==> src/rtl/mac_operand_loader_pkg.sv <==
// Shared constants and state encodings for the MAC operand loader.
// Both operand loaders and the launch FSM import this package.
package mac_operand_loader_pkg;

  localparam int DATA_WIDTH    = 8;
  localparam int CHANNEL_DEPTH = 32;

  function automatic int C_LOG_2(input int value);
    int r;
    r = 0;
    for (int i = 0; i < 31; i++) begin
      if ((1 << i) < value) r = i + 1;
    end
    return r;
  endfunction

  localparam int IDX_W = C_LOG_2(CHANNEL_DEPTH);

  typedef enum logic [1:0] {
    LD_HDR  = 2'd0,
    LD_DAT  = 2'd1,
    LD_DONE = 2'd2
  } ld_state_t;

  typedef enum logic [1:0] {
    LN_IDLE   = 2'd0,
    LN_LAUNCH = 2'd1,
    LN_GUARD  = 2'd2,
    LN_WAIT   = 2'd3
  } ln_state_t;

endpackage

==> src/rtl/mac_operand_loader_opnd_unpack.sv <==
// One sparse-to-dense operand loader: header carries the non-zero mask, data
// beats fill flagged slots in ascending order into the shadow buffer.
module opnd_unpack
  import mac_operand_loader_pkg::*;
(
  input  logic                                clk,
  input  logic                                rst_n,
  input  logic                                vld,
  output logic                                rdy,
  input  logic                                hdr,
  input  logic [CHANNEL_DEPTH-1:0]            flg,
  input  logic [DATA_WIDTH-1:0]               dat,
  input  logic                                launch,
  output logic                                done,
  output logic                                err,
  output logic [CHANNEL_DEPTH-1:0]            shd_flg,
  output logic [DATA_WIDTH*CHANNEL_DEPTH-1:0] shd_dat
);

  ld_state_t                 state_reg, state_next;
  logic [CHANNEL_DEPTH-1:0]  pend_reg, pend_next;
  logic [CHANNEL_DEPTH-1:0]  flg_reg;
  logic [DATA_WIDTH-1:0]     dat_reg [CHANNEL_DEPTH];
  logic [IDX_W-1:0]          slot;
  logic [CHANNEL_DEPTH-1:0]  slot_hot;
  logic                      accept;
  logic                      hdr_load;
  logic                      dat_load;

  assign rdy     = (state_reg != LD_DONE);
  assign done    = (state_reg == LD_DONE);
  assign accept  = vld && rdy;
  assign shd_flg = flg_reg;

  // Lowest pending slot wins: scanning downward leaves the smallest index.
  always_comb begin
    slot = '0;
    for (int i = CHANNEL_DEPTH - 1; i >= 0; i--) begin
      if (pend_reg[i]) slot = IDX_W'(i);
    end
  end

  assign slot_hot = {{(CHANNEL_DEPTH-1){1'b0}}, 1'b1} << slot;

  always_comb begin
    state_next = state_reg;
    pend_next  = pend_reg;
    err        = 1'b0;
    hdr_load   = 1'b0;
    dat_load   = 1'b0;
    case (state_reg)
      LD_HDR: begin
        if (accept) begin
          if (hdr) begin
            hdr_load   = 1'b1;
            pend_next  = flg;
            state_next = (flg == '0) ? LD_DONE : LD_DAT;
          end else begin
            err = 1'b1;
          end
        end
      end
      LD_DAT: begin
        if (accept) begin
          if (!hdr) begin
            dat_load  = 1'b1;
            pend_next = pend_reg & ~slot_hot;
            if ((pend_reg & ~slot_hot) == '0) state_next = LD_DONE;
          end else begin
            err = 1'b1;
          end
        end
      end
      LD_DONE: begin
        if (launch) state_next = LD_HDR;
      end
      default: state_next = LD_HDR;
    endcase
  end

  always_ff @(posedge clk or negedge rst_n) begin
    if (!rst_n) begin
      state_reg <= LD_HDR;
      pend_reg  <= '0;
      flg_reg   <= '0;
    end else begin
      state_reg <= state_next;
      pend_reg  <= pend_next;
      if (hdr_load) flg_reg <= flg;
    end
  end

  generate
    for (genvar gi = 0; gi < CHANNEL_DEPTH; gi++) begin : g_slot
      always_ff @(posedge clk or negedge rst_n) begin
        if (!rst_n) begin
          dat_reg[gi] <= '0;
        end else if (hdr_load) begin
          dat_reg[gi] <= '0;
        end else if (dat_load && (slot == IDX_W'(gi))) begin
          dat_reg[gi] <= dat;
        end
      end
      assign shd_dat[gi*DATA_WIDTH +: DATA_WIDTH] = dat_reg[gi];
    end
  endgenerate

endmodule

==> src/rtl/mac_operand_loader.sv <==
// MAC lane feeder: two sparse operand loaders fill shadow buffers, the launch
// FSM copies them into the active buffer and handshakes with the MAC.
module mac_operand_loader
  import mac_operand_loader_pkg::*;
(
  input  logic                                clk,
  input  logic                                rst_n,
  input  logic                                act_vld,
  output logic                                act_rdy,
  input  logic                                act_hdr,
  input  logic [CHANNEL_DEPTH-1:0]            act_flg,
  input  logic [DATA_WIDTH-1:0]               act_dat,
  input  logic                                wei_vld,
  output logic                                wei_rdy,
  input  logic                                wei_hdr,
  input  logic [CHANNEL_DEPTH-1:0]            wei_flg,
  input  logic [DATA_WIDTH-1:0]               wei_dat,
  output logic                                mac_sta,
  input  logic                                mac_fnh,
  output logic [CHANNEL_DEPTH-1:0]            mac_flg_act,
  output logic [DATA_WIDTH*CHANNEL_DEPTH-1:0] mac_act,
  output logic [CHANNEL_DEPTH-1:0]            mac_flg_wei,
  output logic [DATA_WIDTH*CHANNEL_DEPTH-1:0] mac_wei,
  output logic                                busy,
  output logic                                proto_err
);

  ln_state_t                          state_reg, state_next;
  logic                               launch;
  logic                               act_done, wei_done;
  logic                               act_err, wei_err;
  logic [CHANNEL_DEPTH-1:0]           act_shd_flg, wei_shd_flg;
  logic [DATA_WIDTH*CHANNEL_DEPTH-1:0] act_shd_dat, wei_shd_dat;

  opnd_unpack u_act (
    .clk     (clk),
    .rst_n   (rst_n),
    .vld     (act_vld),
    .rdy     (act_rdy),
    .hdr     (act_hdr),
    .flg     (act_flg),
    .dat     (act_dat),
    .launch  (launch),
    .done    (act_done),
    .err     (act_err),
    .shd_flg (act_shd_flg),
    .shd_dat (act_shd_dat)
  );

  opnd_unpack u_wei (
    .clk     (clk),
    .rst_n   (rst_n),
    .vld     (wei_vld),
    .rdy     (wei_rdy),
    .hdr     (wei_hdr),
    .flg     (wei_flg),
    .dat     (wei_dat),
    .launch  (launch),
    .done    (wei_done),
    .err     (wei_err),
    .shd_flg (wei_shd_flg),
    .shd_dat (wei_shd_dat)
  );

  assign launch  = (state_reg == LN_IDLE) && act_done && wei_done;
  assign mac_sta = (state_reg == LN_LAUNCH);
  assign busy    = (state_reg != LN_IDLE);

  // GUARD exists so a finish level left over from the previous block is never
  // mistaken for completion of the one just launched.
  always_comb begin
    state_next = state_reg;
    case (state_reg)
      LN_IDLE:   if (launch) state_next = LN_LAUNCH;
      LN_LAUNCH: state_next = LN_GUARD;
      LN_GUARD:  state_next = LN_WAIT;
      LN_WAIT:   if (mac_fnh) state_next = LN_IDLE;
      default:   state_next = LN_IDLE;
    endcase
  end

  always_ff @(posedge clk or negedge rst_n) begin
    if (!rst_n) begin
      state_reg   <= LN_IDLE;
      mac_flg_act <= '0;
      mac_act     <= '0;
      mac_flg_wei <= '0;
      mac_wei     <= '0;
      proto_err   <= 1'b0;
    end else begin
      state_reg <= state_next;
      proto_err <= proto_err | act_err | wei_err;
      if (launch) begin
        mac_flg_act <= act_shd_flg;
        mac_act     <= act_shd_dat;
        mac_flg_wei <= wei_shd_flg;
        mac_wei     <= wei_shd_dat;
      end
    end
  end

endmodule
==> config.mk <==
export PLATFORM = sky130hd
export DESIGN_NAME = mac_operand_loader
export DESIGN_NICKNAME = d
export VERILOG_FILES = /design/src/rtl/mac_operand_loader_pkg.sv /design/src/rtl/mac_operand_loader_opnd_unpack.sv /design/src/rtl/mac_operand_loader.sv
export SDC_FILE = /design/constraint.sdc
export NUM_CORES = 2
export LEC_CHECK = 0
export ABC_CLOCK_PERIOD_IN_PS = 3300
export CAP_MARGIN = 0
export CORE_ASPECT_RATIO = 1.2
export CORE_MARGIN = 1
export CORE_UTILIZATION = 30
export CTS_CLUSTER_DIAMETER = 120
export DETAILED_ROUTE_END_ITERATION = 8
export SLEW_MARGIN = 20
export SYNTH_ARGS = -nofsm -noshare
export SYNTH_HDL_FRONTEND = slang
export SYNTH_SLANG_ARGS = --single-unit
==> constraint.sdc <==
create_clock -name clk -period 3.3 [get_ports clk]
set_input_delay 0.495 -clock clk [delete_from_list [all_inputs] [get_ports clk]]
set_output_delay 0.495 -clock clk [all_outputs]
set_load 0.05 [all_outputs]
==> flow_summary.yaml <==
sta:
  fin_hold_ws_ps: 131
  fin_setup_tns_ps: -54.5
  slew_headroom: 0.272
  fmax_mhz: 298
  final_hold_viol_count: 0
  report.final.slew_viol_count: 0
  setup_ws_ps: -54.5
  setup_viol_count_final: 1
  timing.final.crit_period_ps: 3350
  fin_crit_sh: 1.02
  worstMarginPinSlew_ps: 1090
  finClkSkew_ps: 42.9
  rsz0062_at_grt: "true"
floorplanning:
  fp.dieArea_sq_mm: 0.166
  die_x_um: 373
  die_h_um: 447
  ios: 668
  start_util: 0.303
  rows: 162
  core_sq_mm: 0.163
cells_and_area:
  drive_above_1_share: 0.241
  final_cells: 7143
  fin_util: 0.404
  syn2layout_area_growth_pct: 33.0
  stdcell_area_sq_mm: 0.0658
  multi_input_area_sq_mm: 0.0180
  layout_commonest_cell: "dfrtp_1"
  ff_latch_area_sq_mm: 0.0306
  layout_common_cells: "dfrtp_1, clkdlybuf4s50_1, mux2_2"
  fill_cells: 15500
  fin_nets: 4994
power:
  cellPowerDensity_mw_per_mm2: 645
  p_int_mw: 28.6
  p_clk_frac: 0.363
  power.leakage_nw: 31.8
  power.switching_fraction: 0.326
  power.switching_mw: 13.8
  p_total_mw: 42.4
  power_frac_comb: 0.229
  peakVddDrop_uv: 491
  pwr-share-seq: 0.408
routing:
  detail_route.wl_per_cell_um: 22.6
  initialDrtViolationCount: 2351
  via_per_inst: 4.87
  ant_nets: 0
  first_pass_iters: 5
  drc: 0
  vias: 34800
  drt_wl_total_um: 161000
clock_tree:
  cts_buffer_depth: 3
  path_clk_slew_ps: 60
  cts.root.buffer_cell: "clkbuf_16"
  clk_latency_ps: 790
  cts_tree: "done"
  h-tree-depth: 4
  clock_sinks: 1223
  numCtsBuffers: 132
yosys:
  synth_area_sq_mm: 0.0495
  ys_seq_area_frac: 0.619
  yosysWarningCount: 0
  synth_area_leaders: "dfrtp_1, mux2_2, mux2i_1, nor2_1, nand2_1"
  synth_nets: 4132
  synthArstFlopShare: 1.00
  avgSynthCellArea_sq_um: 12.2
  yosys.area.top_type_share: 0.619
  ys_types: 67
  yosysTopAreaCell: "dfrtp_1"
  synthCells: 4040
  synth-main-ff-cell: "dfrtp_1"
  ys_ff_latch: 1223
  synth_edf_count: 0
worst_setup_path:
  cp_top_family: "simple AND/OR/NAND/NOR gates"
  crit_fanout: 4
  slowest_delay_ps: 540
  cp-start-kind: "register"
  crit_chain: "or4_4 -> or3_1 -> a311o_1 -> and3_4 -> buf_4 -> and2_1 -> nor2_1 -> a2111oi_2 -> buf_4 -> o211ai_1 -> nor4_4 -> buf_4 -> a2111oi_1"
  worstSetupPathType: "reg -> reg"
  crit_slowest_cell: "or4_4"
  rr_startpoint: "u_wei.pend_reg[15]"
  worstPathArrival_ps: 3990
  path_buf_inv: 3
  required_ps: 3940
  cp-startpoint: "u_wei.pend_reg[15]"
  cp-end-kind: "register"
  path_common_cell: "buf_4"
placed_design:
  dp_hpwl_um: 111000
  placed_cell_area_sq_mm: 0.0609
  place_inst: 6888
  place_congestion: 0.866
  pre_cts_slack_ps: -717
  numPortBuffers: 667
grt:
  first_global_vias: 35500
  grtUsageTotal: 0.191
  grt_max_degree: 124
  grt_pass1_wl_um: 240000
  antenna_found_initial: 2
  overflow: 0
min_path:
  hold_start: "wei_dat[2]"
  hp-class: "in -> reg"
run_status:
  outcome: "finished with violations"
  violations: "negative setup slack"
job:
  cap_violations: 0
==> power by group through the flow <==
stage / Clock, mW / Combinational (mW) / Sequential, mW
after floorplan: 0 / 4.87 / 17.4
after global placement: 0 / 9.28 / 17.5
after detailed placement: 0 / 9.33 / 17.5
after CTS: 15.8 / 9.53 / 17.3
after global routing: 16.4 / 10.6 / 17.5
final: 15.4 / 9.71 / 17.3
==> synth_stat cells (4+ instances only) <==
| library cell | n |
|---|---|
| o21a_1 | 9 |
| nor2_1 | 464 |
| nand3_1 | 133 |
| nor3_1 | 25 |
| nor3_4 | 5 |
| nand4_1 | 8 |
| or3_1 | 14 |
| nor2_4 | 5 |
| mux2_2 | 574 |
| a21o_1 | 5 |
| inv_1 | 25 |
| nor2b_1 | 10 |
| dfrtp_1 | 1223 |
| a21oi_1 | 179 |
| nand2b_1 | 13 |
| and2_1 | 7 |
| nand2_1 | 418 |
| buf_1 | 4 |
| mux2i_1 | 376 |
| o211ai_1 | 8 |
| a22o_1 | 30 |
| nor4_1 | 34 |
| buf_2 | 7 |
| a31oi_1 | 8 |
| clkbuf_1 | 235 |
| or4_1 | 10 |
| o31ai_1 | 8 |
| nor2_2 | 17 |
| or2_2 | 4 |
| ha_1 | 5 |
| o21ai_0 | 107 |
| o22ai_1 | 10 |
| o31a_1 | 4 |
| nor3b_1 | 4 |
==> worst reg2reg max path: stages, from the launching register on <==
cell and delay, ps:
dfrtp_1 380, or4_4 540, or3_1 320, a311o_1 320, and3_4 190, buf_4 160
and2_1 180, nor2_1 160, a2111oi_2 60, buf_4 150, o211ai_1 120, nor4_4 80
buf_4 150, a2111oi_1 420
==> what timing repair did <==
action	4_1_cts	5_1_grt
hold endpoints to repair	58	0
gates resized for setup	13	39
pin swaps	4	8
hold buffers	1	0
setup buffers	4	7
setup endpoints to repair	34	201
==> final timing paths <==
path	end	cells after the start	slack, ps
max	u_wei.state_reg[0]	13	-50
min in group asynchronous	mac_wei[149]	2	260
min reg2reg	u_wei.shd_flg[30]	2	470
max in group asynchronous	u_act.pend_reg[6]	3	1710
max reg2reg	u_wei.state_reg[0]	13	-50
min	u_wei.shd_dat[106]	3	130
==> cell type report <==
class	instances	share of cell area
sequential	1223	0.465
multi-input combinational	2544	0.274
timing repair buffer	976	0.149
clock buffer	185	0.0584
tap	2132	0.0405
clock inverter	54	0.0113
inverter	25	0.00143
antenna	4	0.000152
==> cell families after synthesis <==
kind of cell | synth area share
XOR/XNOR | 0.000354
adder cells (fa/ha/maj) | 0.00127
buffers and inverters | 0.0212
multiplexers | 0.207
flip-flops | 0.619
AO/OA/AOI/OAI | 0.0475
AND/OR/NAND/NOR | 0.104
==> metal layers <==
layer  track usage  vias up  wire (um)
met5             0        -          0
met4        0.0880        0       7420
met3        0.0458      266       9170
met2         0.304      942      75600
met1         0.246    17900      69300
li1              -    15700          -
(Power assumes the default switching activity.)
